<file path="src/rtl/bus_sigs_seq_if.sv">
// Bundles the sequencer's control inputs, the downstream operand/result bus
// and the status/signature outputs.
interface bus_sigs_seq_if;
    logic       start;
    logic       step_en;
    logic       abort;
    logic [3:0] result;
    logic [3:0] op_a;
    logic [3:0] op_b;
    logic       sel;
    logic       busy;
    logic       done;
    logic [7:0] sig;

    modport master (
        output start, step_en, abort, result,
        input  op_a, op_b, sel, busy, done, sig
    );

    modport slave (
        input  start, step_en, abort, result,
        output op_a, op_b, sel, busy, done, sig
    );
endinterface

</file>
<file path="src/rtl/bus_sigs_seq.sv">
// Operand sweep sequencer for a downstream bus_sigs stage: walks op_a/op_b over
// 0..A_LAST x 0..B_LAST. Macro BUS_SIGS_SEQ_SIG_EN enables the result signature.
module bus_sigs_seq #(
    parameter int unsigned A_LAST = 3,
    parameter int unsigned B_LAST = 3
) (
    input  logic           clk,
    input  logic           rst_n,
    bus_sigs_seq_if.slave  bus
);

    localparam logic [3:0] A_LAST_C = 4'(A_LAST);
    localparam logic [3:0] B_LAST_C = 4'(B_LAST);

    typedef enum logic [1:0] {
        ST_IDLE = 2'd0,
        ST_RUN  = 2'd1,
        ST_DONE = 2'd2
    } state_t;

    state_t     state_r;
    state_t     state_s;
    logic [3:0] op_a_r;
    logic [3:0] op_b_r;
    logic [3:0] op_a_s;
    logic [3:0] op_b_s;
    logic       sel_r;
    logic       busy_r;
    logic       done_r;
    logic       step_s;
    logic       launch_s;

    // Next-state and operand sequencing; abort outranks stepping and the final step.
    always_comb begin
        state_s  = state_r;
        op_a_s   = op_a_r;
        op_b_s   = op_b_r;
        step_s   = 1'b0;
        launch_s = 1'b0;
        case (state_r)
            ST_IDLE: begin
                op_a_s = 4'd0;
                op_b_s = 4'd0;
                if (bus.start && !bus.abort) begin
                    state_s  = ST_RUN;
                    launch_s = 1'b1;
                end else begin
                    state_s = ST_IDLE;
                end
            end
            ST_RUN: begin
                if (bus.abort) begin
                    state_s = ST_IDLE;
                    op_a_s  = 4'd0;
                    op_b_s  = 4'd0;
                end else if (bus.step_en) begin
                    step_s = 1'b1;
                    if (op_a_r == A_LAST_C) begin
                        if (op_b_r == B_LAST_C) begin
                            state_s = ST_DONE;
                        end else begin
                            op_a_s = 4'd0;
                            op_b_s = op_b_r + 4'd1;
                        end
                    end else begin
                        op_a_s = op_a_r + 4'd1;
                    end
                end else begin
                    state_s = ST_RUN;
                end
            end
            ST_DONE: begin
                state_s = ST_IDLE;
                op_a_s  = 4'd0;
                op_b_s  = 4'd0;
            end
            default: begin
                state_s = ST_IDLE;
                op_a_s  = 4'd0;
                op_b_s  = 4'd0;
            end
        endcase
    end

    // State, operands and status flags, all registered from the next-state view.
    always_ff @(posedge clk or negedge rst_n) begin
        if (!rst_n) begin
            state_r <= ST_IDLE;
            op_a_r  <= 4'd0;
            op_b_r  <= 4'd0;
            sel_r   <= 1'b0;
            busy_r  <= 1'b0;
            done_r  <= 1'b0;
        end else begin
            state_r <= state_s;
            op_a_r  <= op_a_s;
            op_b_r  <= op_b_s;
            sel_r   <= (state_s == ST_RUN) && (op_b_s != 4'd0);
            busy_r  <= (state_s == ST_RUN);
            done_r  <= (state_s == ST_DONE);
        end
    end

    assign bus.op_a = op_a_r;
    assign bus.op_b = op_b_r;
    assign bus.sel  = sel_r;
    assign bus.busy = busy_r;
    assign bus.done = done_r;

`ifdef BUS_SIGS_SEQ_SIG_EN
    logic [7:0] sig_r;

    function automatic logic [7:0] sig_fold(input logic [7:0] s, input logic [3:0] r);
        return {s[6:0], s[7]} ^ {4'h0, r};
    endfunction

    // Signature: cleared on launch, folded only on counted steps, held otherwise.
    always_ff @(posedge clk or negedge rst_n) begin
        if (!rst_n) begin
            sig_r <= 8'h00;
        end else if (launch_s) begin
            sig_r <= 8'h00;
        end else if (step_s) begin
            sig_r <= sig_fold(sig_r, bus.result);
        end else begin
            sig_r <= sig_r;
        end
    end

    assign bus.sig = sig_r;
`else
    assign bus.sig = 8'h00;
`endif

endmodule

</file>
<file path="src/flat_wrapper.sv">
// flat-port wrapper written by rule: the top's interface ports become plain ports
module bus_sigs_seq_flat 
#(
    parameter int unsigned A_LAST = 3,
    parameter int unsigned B_LAST = 3
)
  (clk, rst_n, bus_start, bus_step_en, bus_abort, bus_result, bus_op_a, bus_op_b, bus_sel, bus_busy, bus_done, bus_sig);
  bus_sigs_seq_if bus_i ();
  input  logic clk;
  input  logic rst_n;
  input wire logic [$bits(bus_i.start)-1:0] bus_start;
  input wire logic [$bits(bus_i.step_en)-1:0] bus_step_en;
  input wire logic [$bits(bus_i.abort)-1:0] bus_abort;
  input wire logic [$bits(bus_i.result)-1:0] bus_result;
  output wire logic [$bits(bus_i.op_a)-1:0] bus_op_a;
  output wire logic [$bits(bus_i.op_b)-1:0] bus_op_b;
  output wire logic [$bits(bus_i.sel)-1:0] bus_sel;
  output wire logic [$bits(bus_i.busy)-1:0] bus_busy;
  output wire logic [$bits(bus_i.done)-1:0] bus_done;
  output wire logic [$bits(bus_i.sig)-1:0] bus_sig;
  assign bus_i.start = bus_start;
  assign bus_i.step_en = bus_step_en;
  assign bus_i.abort = bus_abort;
  assign bus_i.result = bus_result;
  assign bus_op_a = bus_i.op_a;
  assign bus_op_b = bus_i.op_b;
  assign bus_sel = bus_i.sel;
  assign bus_busy = bus_i.busy;
  assign bus_done = bus_i.done;
  assign bus_sig = bus_i.sig;
  bus_sigs_seq #(.A_LAST(A_LAST), .B_LAST(B_LAST)) u_core (.clk(clk), .rst_n(rst_n), .bus(bus_i));
endmodule
</file>
<file path="config.mk">
export PLATFORM = sky130hd
export DESIGN_NAME = bus_sigs_seq_flat
export DESIGN_NICKNAME = d
export VERILOG_FILES = /design/src/rtl/bus_sigs_seq_if.sv /design/src/rtl/bus_sigs_seq.sv /design/src/flat_wrapper.sv
export SDC_FILE = /design/constraint.sdc
export NUM_CORES = 1
export LEC_CHECK = 0
export BUFFER_PORTS_ARGS = -buffer_cell sky130_fd_sc_hd__buf_2
export CAP_MARGIN = 30
export CELL_PAD_IN_SITES_DETAIL_PLACEMENT = 1
export CELL_PAD_IN_SITES_GLOBAL_PLACEMENT = 1
export CORE_MARGIN = 2
export CORE_UTILIZATION = 39
export CTS_BUF_LIST = sky130_fd_sc_hd__clkbuf_4
export DETAILED_ROUTE_END_ITERATION = 16
export PLACE_DENSITY_LB_ADDON = 0.1
export SYNTH_ARGS = -nofsm -noshare
export SYNTH_HDL_FRONTEND = slang
export SYNTH_SLANG_ARGS = --single-unit
</file>
<file path="constraint.sdc">
create_clock -name clk -period 4.7 [get_ports clk]
set_input_delay 0.705 -clock clk [delete_from_list [all_inputs] [get_ports clk]]
set_output_delay 0.705 -clock clk [all_outputs]
set_load 0.1 [all_outputs]
</file>
==> results by group, run 1 <==
GRT
  • Largest net degree at the start of global routing: 14
  • Antenna violations before repair: 0
  • Vias in the first global route: between 500 and 600
  • Total GRT Usage: 15.5%
  • First-pass GRT wire length: 2290 um
  • Gr ovfl total: 0

STA
  • Final setup TNS: 0 ns
  • FMAX: slightly above 500 MHz
  • Setup Viol. Count Final: 0
  • Clock Skew: 0.000713 ns
  • Slew Viols, Final: 0
  • Fin. Hold Viols: 0
  • Final worst slack: between 2 and 3 ns
  • RSZ-0062 raised after global routing: no
  • Final Critical Period: 1.97 ns
  • Final period utilization: 41.9%
  • Worst hold margin: slightly above 0.3 ns

Synthesis
  • Synth cell types: 28
  • Flops & latches, synth: 13
  • Avg Cell Area, Syn: ~10 um2
  • Post-Synthesis Cell Area: 691 um2
  • Post-Syn Instances: 67
  • Sequential fraction of the synthesis area: 47.1%
  • Synth Flop Type: dfrtp_1
  • EDFF count, synth: 0
  • Syn. warnings: 0
  • FFs w/ async S/R, synth: between 90% and 100%

Clock tree
  • Clock Tree Buf Depth: 2
  • Postcts setup bufs: 0
  • Cts hold-fix bufs: 0
  • H-tree Lvls: 1
  • Cts repair resizes: 0
  • CTS Sinks: 13
  • Worst-Skew Late Latency: 0.26 ns
  • Root Driver: clkbuf_4
  • Clock-pin slew on the worst setup and hold paths: 0.08 ns
  • TritonCTS clock tree: done
  • Num CTS Buffers: 3

Route
  • DR vias: 537
  • Post-route ant nets: 0
  • Routed len/inst: about 13 um
  • Initial DRC Count: 4
  • Pre-antenna DRT Iters: 3
  • Final wirelength: roughly 1400 um
  • Via density: 5.32
  • Residual DRC: 0

Pwr
  • Pleak: 0.373 nW
  • Pwr Density: 302 nW/um2
  • Total Power: 234 uW
  • Maximum vdd drop: 188 uV

Finish
  • Post-route cell area: 776 um2
  • Util after Layout: 45.9%
  • Area growth syn-to-layout: 12.3%
  • Fin cells: 101
  • Antenna fix cells: 0
  • Final nets: 96
  • Share of layout cells above drive strength 1: 27.4%

Placed design
  • Placed cell count: 97
  • Hpwl dp: 1040 um
  • Placed cell area: 746 um2
  • Placement Setup Slack: 2.49 ns
  • Routability cong.: 0.770
  • I/O Buffers: 15

Setup path
  • Worst EP required: about 4.9 ns
  • Worst reg2reg endpoint: u_core.bus.sel
  • R2R depth: 5
  • Critical path class: register to register
  • Worst-path fanout max: 11
  • Reg2Reg Setup Slack: 2.73 ns
  • Worst setup EP type: register
  • WP data arrival: 2.12 ns
  • Reg-to-Reg Start: u_core.bus.op_a[0]
  • Startpoint Class: register

Outcome
  • Status: completed

Die
  • Overall die height: 46.1 um
  • Die area: 2120 um2
  • Core area: 1690 um2
  • Die Wd: 46.1 um
  • Initial Util: 40.9%
  • IO Count: 28
  • # rows: 15

Hold path
  • HP Class: input pin to async pin

Flow run
  • MaxCap Viol Count: 0
critical path, stage by stage (launching register included):
cell	delay, ns
dfrtp_1	0.41
ha_1	0.21
nand4bb_1	0.37
o211ai_1	0.30
o31ai_1	0.14
o41a_1	0.43
flip-flops by register name, indices dropped and copies added (netlist names):
| register | flops |
|---|---|
| u_core.bus.op_a | 4 |
| u_core.bus.op_b | 4 |
| u_core.state_r | 2 |
| u_core.bus.busy | 1 |
| u_core.bus.done | 1 |
| u_core.bus.sel | 1 |
power breakdown:
group          total, mW  switching [mW]  internal, mW
clock             0.0731          0.0345        0.0386
sequential         0.115         0.00132         0.113
combinational     0.0465          0.0422       0.00432
total              0.234          0.0780         0.156
synth_stat cells, drive strengths merged (3+ instances only):
library cell / count / area share (%)
buf: 9 / 9.8
o21ai: 3 / 2.2
nor2: 6 / 3.3
dfrtp: 13 / 47
a21oi: 4 / 3.4
nand2: 6 / 3.3
area by class of cell:
cell class | instances | area [um2]
fillers | 200 | 913
flip-flops and latches | 13 | 325
multi-input cells | 51 | 320
repair buffers | 15 | 75.1
clock buffers | 4 | 30.0
well taps | 17 | 21.3
inverters | 1 | 3.75
placed cells by master, fill, tap and decap left out, drive strengths merged, types with 3 or more instances in the layout:
cell,instances
clkbuf,4
buf,15
dfrtp,13
a21oi,4
nand2,6
nor2,6
conb,8
o21ai,3
per-layer routing:
layer | vias to the layer above | track usage (%) | part of all wire [%]
met3 | 2 | 3.53 | 4.0
met1 | 261 | 21.4 | 49
met4 | 0 | 8.57 | 1.1
li1 | 263 | - | -
met5 | - | 0 | 0
met2 | 11 | 22.2 | 46
cell families (layout without fill, tap and decap cells):
logic type	count (synthesis)	after routing	synth area share, %
simple gates	25	25	20.7
compound gates	14	14	15.0
flops	13	13	47.1
buf+inv	10	20	10.3
fa+ha+maj	2	2	3.62
other cells	1	8	0.543
xor+xnor	1	1	1.27
mux	1	1	1.45
how the worst max path moves through the flow:
stage                  startpoint  cells past startpoint              to  slack [ns]
3_3_place_gp          bus_step_en                      5  u_core.bus.sel        2.51
4_1_cts        u_core.bus.op_a[0]                      5  u_core.bus.sel        2.72
3_5_place_dp          bus_step_en                      5  u_core.bus.sel        2.49
5_1_grt        u_core.bus.op_a[0]                      5  u_core.bus.sel        2.49
6_report       u_core.bus.op_a[0]                      5  u_core.bus.sel        2.73
2_1_floorplan  u_core.bus.op_a[0]                      6  u_core.bus.sel        2.38
(Power assumes the default switching activity.)
==> run 2, diff against run 1 <==
--- a/config.mk
+++ b/config.mk
@@ -10,7 +10,7 @@
 export CELL_PAD_IN_SITES_DETAIL_PLACEMENT = 1
 export CELL_PAD_IN_SITES_GLOBAL_PLACEMENT = 1
 export CORE_MARGIN = 2
-export CORE_UTILIZATION = 39
+export CORE_UTILIZATION = 36
 export CTS_BUF_LIST = sky130_fd_sc_hd__clkbuf_4
 export DETAILED_ROUTE_END_ITERATION = 16
 export PLACE_DENSITY_LB_ADDON = 0.1
==> constraint.sdc (replaced) <==
create_clock -name clk -period 1.86 [get_ports clk]
set_input_delay 0.279 -clock clk [delete_from_list [all_inputs] [get_ports clk]]
set_output_delay 0.279 -clock clk [all_outputs]
set_load 0.1 [all_outputs]
==> run 2 against run 1 <==
  * Highest routed layer unchanged
  * Via count up 2.6%
  * Critical path type unchanged
  * Die area up 7.6%
  * Clock skew up 0.0027 ns
  * First-iteration DRC count down 50%
==> results by group, run 2 (synthesis gave the netlist of run 1 again) <==
Route
  • Routed len/inst: 13.1 um (-3.0%)
  • Residual DRC: 0 (unchanged)
  • Pre-antenna DRT Iters: 3 (unchanged)
  • DR vias: 551 (+2.6%)
  • Post-route ant nets: 0 (unchanged)
  • Final wirelength: 1460 um (+7.6%)
  • Initial DRC Count: 2 (-2)
  • Via density: 4.92 (-7.5%)

Outcome
  • Status: completed

Pwr
  • Maximum vdd drop: 534 uV (+180%)
  • Internal: 398 uW (+160%)
  • Pleak: 0.376 nW (+0.91%)
  • Pwr Density: 691 nW/um2 (+130%)
  • Clk pwr share: 30.7% (-0.5 points)
  • Sw Pwr: 199 uW (+160%)
  • Flop pwr share: 48.7% (-0.2 points)
  • Total Power: 597 uW (+160%)
  • Comb power frac: 20.6% (+0.7 points)
  • Switching share of power: 33.3% (about the same)

Setup path
  • Worst setup EP type: register
  • Critical path class: register to register
  • Startpoint Class: register
  • Worst EP required: 2.02 ns (-2.83 ns)
  • Worst-path fanout max: 10 (-1)
  • WP data arrival: 1.89 ns (-0.23 ns)

GRT
  • Antenna violations before repair: 0 (unchanged)
  • Largest net degree at the start of global routing: 14 (unchanged)
  • Total GRT Usage: 15.5% (about the same)
  • Gr ovfl total: 0 (unchanged)
  • Vias in the first global route: 536 (+6.3%)
  • First-pass GRT wire length: 2370 um (+3.6%)

Placed design
  • Routability cong.: 0.783 (+1.7%)
  • Placed cell count: 107 (+10%)
  • I/O Buffers: 15 (unchanged)
  • Placed cell area: 803 um2 (+7.7%)
  • Hpwl dp: 1100 um (+5.8%)

Finish
  • Most frequent cells in the layout: 15 x buf_2, 8 x conb_1, 6 x nand2_1, 6 x nor2_1, 5 x dfrtp_1
  • Antenna fix cells: 0 (unchanged)
  • Area growth syn-to-layout: 25.2%
  • Commonest non-fill, non-tap cell in the layout: buf_2
  • Fin cells: 112 (+11%)
  • Final nets: 99 (+3.1%)
  • Share of layout cells above drive strength 1: 41.4% (+14 points)
  • Post-route cell area: 865 um2 (+11%)
  • Fill cells: 221 (+11%)

Hold path
  • HP Class: input pin to register

Die
  • Core area: 1760 um2 (+4.4%)
  • Die area: 2280 um2 (+7.6%)
  • # rows: 15 (unchanged)
  • Initial Util: 39.1% (-1.7 points)
  • IO Count: 28 (unchanged)
  • Overall die height: 47.8 um (+3.7%)
  • Die Wd: 47.8 um (+3.7%)

Flow run
  • MaxCap Viol Count: 0 (unchanged)

STA
  • Final Critical Period: 1.73 ns (-0.234 ns)
  • RSZ-0062 raised after global routing: yes
  • Slew Viols, Final: 0 (unchanged)
  • Final period utilization: 93.2% (+51 points)
  • Setup Viol. Count Final: 0 (unchanged)
  • Clock Skew: 0.00337 ns (+0.00266 ns)
  • FMAX: 577 MHz (+13%)
  • Fin. Hold Viols: 0 (unchanged)

Clock tree
  • Worst-Skew Late Latency: 0.27 ns (about the same)
  • Clock Tree Buf Depth: 2 (unchanged)
  • Clock-pin slew on the worst setup and hold paths: 0.08 ns (about the same)
  • TritonCTS clock tree: done
  • H-tree Lvls: 1 (unchanged)
  • Root Driver: clkbuf_4
  • Postcts setup bufs: 0 (unchanged)
  • CTS Sinks: 13 (unchanged)
  • Num CTS Buffers: 3 (unchanged)
==> run 2: cell types whose count changed in the layout (fill, tap and decap cells not counted), sizes merged <==
cell | previous run | this run
buf | 15 | 17
dlygate4sd3 | 0 | 1
==> run 2: critical path, cell delays in order, from the launching register on <==
cell and delay, ns:
dfrtp_4 0.46, ha_4 0.14, nand4bb_1 0.12, buf_4 0.19, o211ai_1 0.18, o31ai_1 0.12
o41a_1 0.40
==> run 2: power groups by stage <==
| stage | Sequential [mW] | Clock [mW] | Combinational [mW] |
|---|---|---|---|
| after global routing | 0.292 | 0.203 | 0.129 |
| after CTS | 0.291 | 0.193 | 0.120 |
| after detailed placement | 0.297 | 0 | 0.119 |
| final | 0.291 | 0.183 | 0.123 |
| after global placement | 0.296 | 0 | 0.118 |
| after floorplan | 0.314 | 0 | 0.0954 |
==> run 2: what timing repair did <==
item	in CTS	in global routing
resized for setup	0	3
hold buffers	1	0
setup endpoints to repair	0	2
endpoints found under the hold margin	13	0
==> run 2: path summary, 6_finish.rpt <==
kind	to	slack, ns	start	cells after the start
max in group asynchronous	u_core.bus.op_a[1]	1.19	rst_n	2
worst min register to register	u_core.bus.op_a[3]	0.57	u_core.bus.op_a[3]	2
worst max-delay path	u_core.bus.sel	0.13	u_core.bus.op_a[0]	6
min in group asynchronous	u_core.bus.op_b[2]	0.42	rst_n	2
worst max register to register	u_core.bus.sel	0.13	u_core.bus.op_a[0]	6
worst min-delay path	u_core.state_r[0]	0.25	bus_abort	2
==> run 2: routing by layer <==
layer	wire length, um	part of all wire (%)	vias to the layer above	GRT usage [%]
met1	670	46	266	20.3
met5	0	0	-	0
met4	9	0.62	0	6.49
li1	-	-	268	-
met3	67	4.6	2	5.66
met2	714	49	15	23.2
==> run 2: final cells by class <==
cell class	instances	area [um2]	area share, %
inverters	1	3.75	0.434
clock buffers	4	30.0	3.47
repair buffers	18	100	11.6
well taps	25	31.3	3.62
multi-input cells	51	354	41.0
flip-flops and latches	13	345	39.9
==> run 2: per-stage QoR <==
| stage | setup WS, ns | utilization, % | hold WS (ns) | setup TNS (ns) |
|---|---|---|---|---|
| after global routing | -0.00207 | 49.0 | 0.251 | -0.00207 |
| after CTS | 0.111 | 47.8 | 0.233 | 0 |
| after floorplan | 0.00118 | - | -0.0166 | 0 |
| after global placement | 0.133 | 45.5 | 0.181 | 0 |
| final | 0.126 | 49.0 | 0.253 | 0 |
| after detailed placement | 0.124 | 45.5 | 0.181 | 0 |
==> run 3, diff against run 2 <==
--- a/config.mk
+++ b/config.mk
@@ -5,15 +5,16 @@
 export SDC_FILE = /design/constraint.sdc
 export NUM_CORES = 1
 export LEC_CHECK = 0
-export BUFFER_PORTS_ARGS = -buffer_cell sky130_fd_sc_hd__buf_2
 export CAP_MARGIN = 30
 export CELL_PAD_IN_SITES_DETAIL_PLACEMENT = 1
 export CELL_PAD_IN_SITES_GLOBAL_PLACEMENT = 1
 export CORE_MARGIN = 2
-export CORE_UTILIZATION = 36
+export CORE_UTILIZATION = 47
 export CTS_BUF_LIST = sky130_fd_sc_hd__clkbuf_4
 export DETAILED_ROUTE_END_ITERATION = 16
+export DONT_BUFFER_PORTS = 1
 export PLACE_DENSITY_LB_ADDON = 0.1
+export REMOVE_ABC_BUFFERS = 1
 export SYNTH_ARGS = -nofsm -noshare
 export SYNTH_HDL_FRONTEND = slang
 export SYNTH_SLANG_ARGS = --single-unit
==> run 3 against run 2 <==
  * Highest routed layer unchanged
  * Global-route usage increased by 4.6 points
  * Hold slack worse by 0.19 ns
  * Count of clock-buffer cells in the layout stayed put
  * Critical endpoint unchanged
  * Sequential share of layout area is 0.18 points higher
==> results by group, run 3 (synthesis gave the netlist of run 1 again) <==
Outcome
  • Status: completed

Pwr
  • Maximum vdd drop: 456 uV (-15%)
  • Pwr Density: 739 nW/um2 (+6.9%)
  • Switching share of power: 33.9% (+0.55 points)
  • Internal: 396 uW (-0.54%)
  • Clk pwr share: 32.0% (+1.3 points)
  • Pleak: 0.366 nW (-2.5%)
  • Total Power: 599 uW (+0.29%)
  • Sw Pwr: 203 uW (+2.0%)
  • Comb power frac: 19.7% (-0.9 points)
  • Flop pwr share: 48.3% (-0.4 points)

Route
  • Residual DRC: 0 (unchanged)
  • DR vias: 559 (+1.5%)
  • Final wirelength: 1600 um (+9.3%)
  • Initial DRC Count: 5 (+3)
  • Pre-antenna DRT Iters: 2 (-1)
  • Post-route ant nets: 0 (unchanged)
  • Via density: 5.76 (+17%)
  • Routed len/inst: 16.5 um (+26%)

STA
  • Final Critical Period: 1.71 ns (-0.0283 ns)
  • Relative slew margins: between 50% and 60%
  • Setup Viol. Count Final: 0 (unchanged)
  • Fin. Hold Viols: 0 (unchanged)
  • Final setup TNS: 0 ns (unchanged)
  • Slew Viols, Final: 0 (unchanged)
  • FMAX: 586 MHz (+1.7%)
  • Worst hold margin: 0.0585 ns (-0.194 ns)
  • RSZ-0062 raised after global routing: no
  • Final period utilization: 91.7% (-1.5 points)
  • Worst-Margin Slew: ~0.62 ns
  • Clock Skew: 0.00235 ns (-0.00102 ns)

Clock tree
  • Worst-Skew Late Latency: 0.28 ns (about the same)
  • CTS Sinks: 13 (unchanged)
  • Clock-pin slew on the worst setup and hold paths: 0.08 ns (about the same)
  • TritonCTS clock tree: done
  • Postcts setup bufs: 0 (unchanged)
  • Num CTS Buffers: 3 (unchanged)
  • H-tree Lvls: 1 (unchanged)
  • Clock Tree Buf Depth: 2 (unchanged)
  • Root Driver: clkbuf_4

Hold path
  • Hold path startpoint: bus_abort
  • HP Class: input pin to register
  • Worst Hold End: u_core.state_r[0]
  • Hold Path Cell Cnt: 1 (-1)

Setup path
  • Worst setup EP type: register
  • Worst-path fanout max: 4 (-6)
  • Worst EP required: 2.02 ns (about the same)
  • Critical path cell sequence: ha_1, nor3b_1, or3_1, a21oi_1, o41a_1
  • Worst path top cell family by delay: simple AND/OR/NAND/NOR gates
  • R2R depth: 5 (-1)
  • Reg-to-Reg Start: u_core.bus.op_b[0]
  • Startpoint Class: register
  • WP buf/inv: 0 (-1)
  • WP data arrival: 1.87 ns (-0.02 ns)
  • Critical path class: register to register
  • Crit path max-delay cell type: nor3b_1
  • Worst reg2reg endpoint: u_core.bus.sel
  • Reg2Reg Setup Slack: 0.15 ns (+0.03 ns)
  • CP peak stage delay: 0.39 ns (-0.07 ns)

Placed design
  • Routability cong.: 0.818 (+4.5%)
  • I/O Buffers: 0 (-15)
  • Placed cell area: 758 um2 (-5.6%)
  • Hpwl dp: 1290 um (+17%)

Die
  • Core area: 1330 um2 (-24%)
  • Die Wd: 42.3 um (-11%)
  • # rows: 13 (-2)
  • Die area: 1790 um2 (-22%)
  • Initial Util: 51.8% (+13 points)
  • Overall die height: 42.3 um (-11%)
  • IO Count: 28 (unchanged)

Finish
  • Fill cells: 157 (-29%)
  • Commonest non-fill, non-tap cell in the layout: dfrtp_1
  • Share of layout cells above drive strength 1: 24.4% (-17 points)
  • Most frequent cells in the layout: 13 x dfrtp_1, 12 x buf_4, 8 x conb_1
  • Post-route cell area: 811 um2 (-6.2%)
  • Util after Layout: 60.8% (+12 points)
  • Antenna fix cells: 0 (unchanged)
  • Reg area: 325 um2 (-5.8%)
  • Area of the multi-input gates: 333 um2 (-6.0%)
  • Final nets: 94 (-5.1%)
  • Area growth syn-to-layout: 17.4%

Flow run
  • MaxCap Viol Count: 0 (unchanged)

GRT
  • First-pass GRT wire length: 2650 um (+12%)
  • Gr ovfl total: 0 (unchanged)
  • Largest net degree at the start of global routing: 14 (unchanged)
  • Vias in the first global route: 563 (+5.0%)
  • Antenna violations before repair: 0 (unchanged)
  • Total GRT Usage: 20.1% (+4.6 points)
-- run 3: cell types whose count changed in the layout (fill, tap and decap cells not counted), moves of 4 or more --
cell     change
buf_4       +10
buf_2       -15
dfrtp_2      -4
dfrtp_4      -4
dfrtp_1      +8
-- run 3: stage by stage --
stage	setup WS (ns)	cells
after floorplan	-0.546	65
after CTS	0.113	97
after global placement	0.170	92
after detailed placement	0.125	92
after global routing	0.0543	97
final	0.154	97
-- run 3: worst max path at each step --
| stage | slack (ns) | cells after the start | to | from |
|---|---|---|---|---|
| CTS | 0.11 | 6 | u_core.bus.sel | u_core.bus.op_a[0] |
| finish | 0.15 | 5 | u_core.bus.sel | u_core.bus.op_b[0] |
| detailed placement | 0.13 | 6 | u_core.bus.sel | u_core.bus.op_a[0] |
| global placement | 0.17 | 6 | u_core.bus.sel | u_core.bus.op_a[0] |
| global route | 0.05 | 5 | u_core.bus.sel | u_core.bus.op_b[0] |
| floorplan | -0.55 | 5 | u_core.bus.sel | u_core.bus.op_a[0] |
-- run 3: timing repair --
action,4_1_cts,5_1_grt
hold endpoints to repair,13,0
hold buffers,1,0
resized for setup,0,1
endpoints found under the setup margin,0,1
-- run 3: power groups by stage --
stage | registers (mW) | clock network [mW] | logic (mW)
2_1_floorplan | 0.313 | 0 | 0.0820
3_3_place_gp | 0.295 | 0 | 0.108
3_5_place_dp | 0.295 | 0 | 0.109
4_1_cts | 0.289 | 0.198 | 0.116
5_1_grt | 0.290 | 0.212 | 0.122
6_report | 0.290 | 0.192 | 0.118
-- run 3: worst register-to-register path, cell delays in order (launching register included) --
cell     delay, ns
dfrtp_1       0.36
ha_1          0.20
nor3b_1       0.39
or3_1         0.18
a21oi_1       0.09
o41a_1        0.37
-- run 3: routing by layer --
metal	vias to the layer above	global-route usage (%)	wire length (um)	part of all wire, %
li1	255	-	-	-
met3	2	4.74	94	5.9
met1	281	23.5	673	42
met5	-	0	0	0
met4	0	7.50	5	0.31
met2	21	35.4	825	52
-- run 3: cell type report --
class                   count  area share, %
flip-flops and latches     13           40.1
inverters                   1          0.463
multi-input cells          51           41.0
repair buffers             13           12.3
clock buffers               4           3.70
well taps                  15           2.31
